[config.mk]
export PLATFORM = sky130hd
export DESIGN_NAME = freq_div_sched
export DESIGN_NICKNAME = d
export VERILOG_FILES = /design/src/rtl/freq_div_pkg.sv /design/src/rtl/freq_div_sched_div_core.sv /design/src/rtl/freq_div_sched.sv
export SDC_FILE = /design/constraint.sdc
export NUM_CORES = 1
export LEC_CHECK = 0
export CAP_MARGIN = 10
export CELL_PAD_IN_SITES_DETAIL_PLACEMENT = 1
export CELL_PAD_IN_SITES_GLOBAL_PLACEMENT = 1
export CORE_UTILIZATION = 35
export DETAILED_ROUTE_END_ITERATION = 16
export GPL_TIMING_DRIVEN = 0
export PLACE_DENSITY = 0.74
export SETUP_SLACK_MARGIN = 0.3
export SLEW_MARGIN = 10
export SYNTH_ARGS = -nofsm -noshare
export SYNTH_HDL_FRONTEND = slang
export SYNTH_SLANG_ARGS = --single-unit
[constraint.sdc]
create_clock -name clk_in -period 8 [get_ports clk_in]
set_input_delay 1.6 -clock clk_in [delete_from_list [all_inputs] [get_ports clk_in]]
set_output_delay 1.6 -clock clk_in [all_outputs]
set_load 0.03 [all_outputs]
[src/rtl/freq_div_pkg.sv]
// Shared types and constants for the two-requester divided-clock scheduler.
package freq_div_pkg;

   localparam int CNT_W_DEF = 8;

   typedef enum logic [1:0] {
      ST_IDLE  = 2'd0,
      ST_RUN   = 2'd1,
      ST_DRAIN = 2'd2
   } state_e;

   localparam logic REQ_0 = 1'b0;
   localparam logic REQ_1 = 1'b1;

endpackage

[src/rtl/freq_div_sched_div_core.sv]
// Half-period counter plus toggle flop; tc marks the edge where clk_out toggles.
module div_core
   import freq_div_pkg::*;
#(
   parameter int CNT_W = CNT_W_DEF
) (
   input  logic             clk_in,
   input  logic             reset,
   input  logic             load,
   input  logic [CNT_W-1:0] ratio,
   input  logic             en,
   output logic             clk_out,
   output logic             tc
);

   localparam logic [CNT_W-1:0] ONE = CNT_W'(1);

   logic [CNT_W-1:0] cnt_q, cnt_d;
   logic [CNT_W-1:0] ratio_q, ratio_d;
   logic             clk_q, clk_d;

   assign tc      = en && (cnt_q == ratio_q - ONE);
   assign clk_out = clk_q;

   // With en low the counter parks at zero so the next owner starts clean.
   always_comb begin
      cnt_d   = cnt_q;
      ratio_d = ratio_q;
      clk_d   = clk_q;
      if (load) begin
         ratio_d = ratio;
         cnt_d   = '0;
         clk_d   = 1'b0;
      end else if (en) begin
         if (tc) begin
            cnt_d = '0;
            clk_d = ~clk_q;
         end else begin
            cnt_d = cnt_q + ONE;
         end
      end else begin
         cnt_d = '0;
      end
   end

   always_ff @(posedge clk_in or posedge reset) begin
      if (reset) begin
         cnt_q   <= '0;
         ratio_q <= '0;
         clk_q   <= 1'b0;
      end else begin
         cnt_q   <= cnt_d;
         ratio_q <= ratio_d;
         clk_q   <= clk_d;
      end
   end

endmodule

[src/rtl/freq_div_sched.sv]
// Round-robin owner of one programmable clock divider shared by two requesters.
//
// state | meaning
// IDLE  | no owner, clk_out low, arbitrating eligible requests
// RUN   | owner holds the grant, divider counting
// DRAIN | owner released; finish any high phase, then return to IDLE
module freq_div_sched
   import freq_div_pkg::*;
#(
   parameter int CNT_W = CNT_W_DEF
) (
   input  logic             clk_in,
   input  logic             reset,
   input  logic             req0,
   input  logic [CNT_W-1:0] div0,
   input  logic             req1,
   input  logic [CNT_W-1:0] div1,
   output logic             gnt0,
   output logic             gnt1,
   output logic             clk_out,
   output logic             busy,
   output logic             err
);

   state_e state_q, state_d;
   logic   gnt0_q, gnt0_d;
   logic   gnt1_q, gnt1_d;
   logic   busy_q, busy_d;
   logic   err_q, err_d;
   logic   ptr_q, ptr_d;
   logic   owner_q, owner_d;

   logic             elig0, elig1, win1, owner_req;
   logic             load, en, core_tc, core_clk;
   logic [CNT_W-1:0] ratio_sel;

   assign elig0     = req0 && (div0 != '0);
   assign elig1     = req1 && (div1 != '0);
   assign win1      = elig1 && (!elig0 || (ptr_q == REQ_1));
   assign ratio_sel = win1 ? div1 : div0;
   assign owner_req = (owner_q == REQ_1) ? req1 : req0;

   div_core #(.CNT_W(CNT_W)) u_core (
      .clk_in  (clk_in),
      .reset   (reset),
      .load    (load),
      .ratio   (ratio_sel),
      .en      (en),
      .clk_out (core_clk),
      .tc      (core_tc)
   );

   always_comb begin
      state_d = state_q;
      gnt0_d  = gnt0_q;
      gnt1_d  = gnt1_q;
      busy_d  = busy_q;
      ptr_d   = ptr_q;
      owner_d = owner_q;
      err_d   = 1'b0;
      load    = 1'b0;
      en      = 1'b0;
      case (state_q)
         ST_IDLE: begin
            err_d = (req0 && (div0 == '0)) || (req1 && (div1 == '0));
            if (elig0 || elig1) begin
               state_d = ST_RUN;
               owner_d = win1;
               gnt0_d  = !win1;
               gnt1_d  = win1;
               busy_d  = 1'b1;
               load    = 1'b1;
            end
         end
         ST_RUN: begin
            en = 1'b1;
            if (!owner_req) begin
               state_d = ST_DRAIN;
               gnt0_d  = 1'b0;
               gnt1_d  = 1'b0;
            end
         end
         ST_DRAIN: begin
            // A low phase may be cut; a high phase runs to its terminal count.
            en = core_clk;
            if (!core_clk || core_tc) begin
               state_d = ST_IDLE;
               busy_d  = 1'b0;
               ptr_d   = ~owner_q;
            end
         end
         default: begin
            state_d = ST_IDLE;
            gnt0_d  = 1'b0;
            gnt1_d  = 1'b0;
            busy_d  = 1'b0;
         end
      endcase
   end

   always_ff @(posedge clk_in or posedge reset) begin
      if (reset) begin
         state_q <= ST_IDLE;
         gnt0_q  <= 1'b0;
         gnt1_q  <= 1'b0;
         busy_q  <= 1'b0;
         err_q   <= 1'b0;
         ptr_q   <= REQ_0;
         owner_q <= REQ_0;
      end else begin
         state_q <= state_d;
         gnt0_q  <= gnt0_d;
         gnt1_q  <= gnt1_d;
         busy_q  <= busy_d;
         err_q   <= err_d;
         ptr_q   <= ptr_d;
         owner_q <= owner_d;
      end
   end

   assign gnt0    = gnt0_q;
   assign gnt1    = gnt1_q;
   assign busy    = busy_q;
   assign err     = err_q;
   assign clk_out = core_clk;

endmodule

==> results by group <==
Clocking
  – CTS Sinks: 25
  – PostCTS Resize Cnt: 0
  – Clock-pin transition on the worst setup and hold timing paths: ~0.09 ns
  – Clock Latency Late Sink: 0.27 ns
  – Clock buffer count from CTS: 3
  – # Post-CTS Setup Buffers: 0
  – Clk buf depth: 2
  – Clk root buf: clkbuf_8
  – Htree depth: 1
  – TritonCTS clock tree: done
  – Hold-fix buffers, CTS: 0

Worst setup path
  – Startpoint types: input port
  – Worst Setup EP: u_core.cnt_q[4]
  – R2R Setup Slk: 5.23 ns
  – Slowest cell on the critical path: or4_1
  – Cells along the critical path: clkdlybuf4s50_1 > or4_1 > or2_2 > a21boi_2 > nand2b_1 > buf_2 > o2111ai_1 > nor2_1
  – Critical path class: input port to flip-flop
  – Worst-path fanout max: 10
  – Crit-path max cell delay: between 0.5 and 0.6 ns
  – Critical Path RT: just over 8 ns
  – Reg-to-reg startpoint: u_core.ratio_q[0]
  – Register-to-Register Path Depth: 8
  – Reg2reg end: state_q[0]
  – Worst setup path startpoint: div1[5]
  – Critical Path End Type: flip-flop
  – Crit path DAT: approximately 4.2 ns

Detailed routing
  – Iter 0 DRT Violations: between 50 and 60
  – DRT Pass-1 Iters: 4
  – Routed length per instance: around 17 um
  – Via count: around 1300
  – Vias per cell: ~5.5
  – Post-route ant nets: 0
  – Post-Route WL: 4070 um
  – # DRC: 0

Synth
  – Synth Flop Type: dfrtp_1
  – Seq cells post-synth: 25
  – Syn Nets: roughly 180
  – Post-synth EDFFs: 0
  – Synth async-reset ratio: 1.00
  – Mapped Cells: 156
  – Avg Inst Size Synth: slightly below 10 sq um
  – Mapped Area: 0.00155 sq mm
  – Synth warnings: 0
  – Netlist cell types: between 40 and 50
  – Register area share after synthesis: 0.403

Final layout
  – N_diodes: 0
  – Fin cells: roughly 230
  – Nets: 210
  – Layout cells sized above 1: 0.0815
  – Layout area overhead: 22.4%

Timing
  – Worst clock skew: 0.00349 ns
  – Max transition margin: 0.334
  – Fmax: 253 MHz
  – Fin. max-slew vios: 0
  – RSZ-0062 raised after global routing: no
  – Final setup TNS: 0 ns
  – Final-report hold violation count: 0
  – Minimum clock period: between 3 and 4 ns
  – Count of final setup violators: 0
  – Worst Tran Pin Value: between 0.9 and 1 ns
  – Fin crit share: 0.495

Global routing
  – First-pass GRT wire length: approximately 6500 um
  – Overflow after GRT: 0
  – Vias in the first global route: around 1300
  – Largest net degree at the start of global routing: 26
  – GRT Total Usage: 0.192
  – Initial antenna violation count: 0

Pwr
  – Switching Share: 0.412
  – Comb pwr share: 0.478
  – Share of power burned in registers: 0.382
  – Maximum VDD drop: between 100 and 150 uV
  – PwrDens: approximately 290 mW/mm^2
  – P_sw: ~220 uW
  – Static Leak: approximately 0.00077 uW
  – Clk pwr share: 0.140
  – Internal cell power: 320 uW

Floorplan
  – Initial core utilization: 0.377
  – Top Ports: 25
  – Die Ht: 68.6 um
  – Die area: about 0.0047 sq mm
  – Site Rows: 23
  – Die width: between 60 and 70 um
  – Core box area: around 0.0041 sq mm

Hold path
  – Hold Crit Class: flip-flop to flip-flop
  – Hold path cells: 1

Placement
  – Inst Count DP: 230
  – Hpwl dp: ~3200 um
  – Routability Congestion: 0.837
  – PortBufs: 24

Run
  – MaxCap Viol Count: 0

Outcome
  – Status: finished clean
## area by class of cell
| type | count | area (sq um) |
|---|---|---|
| Fill cell | 486 | 2220 |
| Multi-Input combinational cell | 118 | 876 |
| Sequential cell | 25 | 626 |
| Timing Repair Buffer | 24 | 240 |
| Tap cell | 50 | 62.6 |
| Clock buffer | 4 | 45.0 |
| Inverter | 8 | 30.0 |
| Buffer | 5 | 20.0 |
## cells in the final DEF, fill, tap and decap left out, drive strengths merged, types with 3 or more instances in the layout
cell type,count
a22o,3
xor2,7
nand3,5
clkdlybuf4s50,24
dfrtp,25
xnor2,7
a211oi,4
o31ai,3
o21ai,10
o32a,3
nor2,13
nand2b,3
and2,4
mux2i,10
or4,6
ha,5
nand2,10
inv,8
clkbuf,7
## cells by family (layout without fill, tap and decap cells)
family / after synthesis / after routing / synth area share
AO/OA/AOI/OAI: 35 / 35 / 0.184
XOR/XNOR: 14 / 14 / 0.0790
adder cells (fa/ha/maj): 5 / 5 / 0.0403
buffers and inverters: 13 / 41 / 0.0323
flip-flops: 25 / 25 / 0.403
multiplexers: 11 / 11 / 0.0718
AND/OR/NAND/NOR: 53 / 53 / 0.190
## worst max-delay path: cells and delay by family
| family | cells | cell delay, ns |
|---|---|---|
| AND/OR/NAND/NOR | 4 | 1.24 |
| AO/OA/AOI/OAI | 2 | 0.67 |
| buffers and inverters | 2 | 0.63 |
## flip-flops by register name, indices dropped and copies added, names as in the netlist
| signal | cells |
|---|---|
| err | 1 |
| gnt1 | 1 |
| u_core.ratio_q | 8 |
| u_core.clk_out | 1 |
| gnt0 | 1 |
| u_core.cnt_q | 8 |
| ptr_q | 1 |
| busy | 1 |
| owner_q | 1 |
| state_q | 2 |
## metrics by stage
stage | setup WS [ns] | util | hold slack, ns | instance area, sq um | total power (uW)
6_report | 4.04 | 0.462 | 0.516 | 1900 | 544
3_3_place_gp | 3.80 | 0.451 | 0.483 | 1850 | 452
3_5_place_dp | 3.70 | 0.451 | 0.502 | 1850 | 473
4_1_cts | 4.01 | 0.462 | 0.523 | 1900 | 552
5_1_grt | 3.79 | 0.462 | 0.542 | 1900 | 589
2_1_floorplan | 4.53 | - | 0.466 | 1550 | 392
## how the worst min path moves through the flow
stage                                 start                end  slack (ns)
after floorplan                     owner_q              ptr_q        0.47
after global placement              owner_q              ptr_q        0.48
after detailed placement  u_core.ratio_q[7]  u_core.ratio_q[7]        0.50
after CTS                 u_core.ratio_q[7]  u_core.ratio_q[7]        0.52
after global routing                owner_q              ptr_q        0.54
final                                  busy               busy        0.52
## layer usage
layer  GRT usage  vias to the layer above  wire length, um
met5           0                        -                0
met3      0.0395                        2               96
met4      0.0234                        0               23
met2       0.359                       17             2190
met1       0.229                      643             1760
li1            -                      621                -
## synthesized netlist by cell type, types with 5 or more instances
cell,instances,share of area
ha_1,5,0.040
nand3_1,5,0.016
nand2_1,10,0.024
xnor2_1,7,0.040
xor2_1,7,0.040
dfrtp_1,25,0.40
nor2_1,13,0.031
o21ai_0,8,0.026
inv_1,8,0.019
mux2i_1,10,0.065
or4_1,5,0.024
## power groups by stage
stage / Combinational, uW / Clock [uW] / Sequential, uW
6_report: 260 / 76.2 / 208
5_1_grt: 293 / 82.5 / 214
4_1_cts: 264 / 80.4 / 208
3_5_place_dp: 263 / 0 / 211
3_3_place_gp: 246 / 0 / 206
2_1_floorplan: 183 / 0 / 209
(Power assumes the default switching activity.)
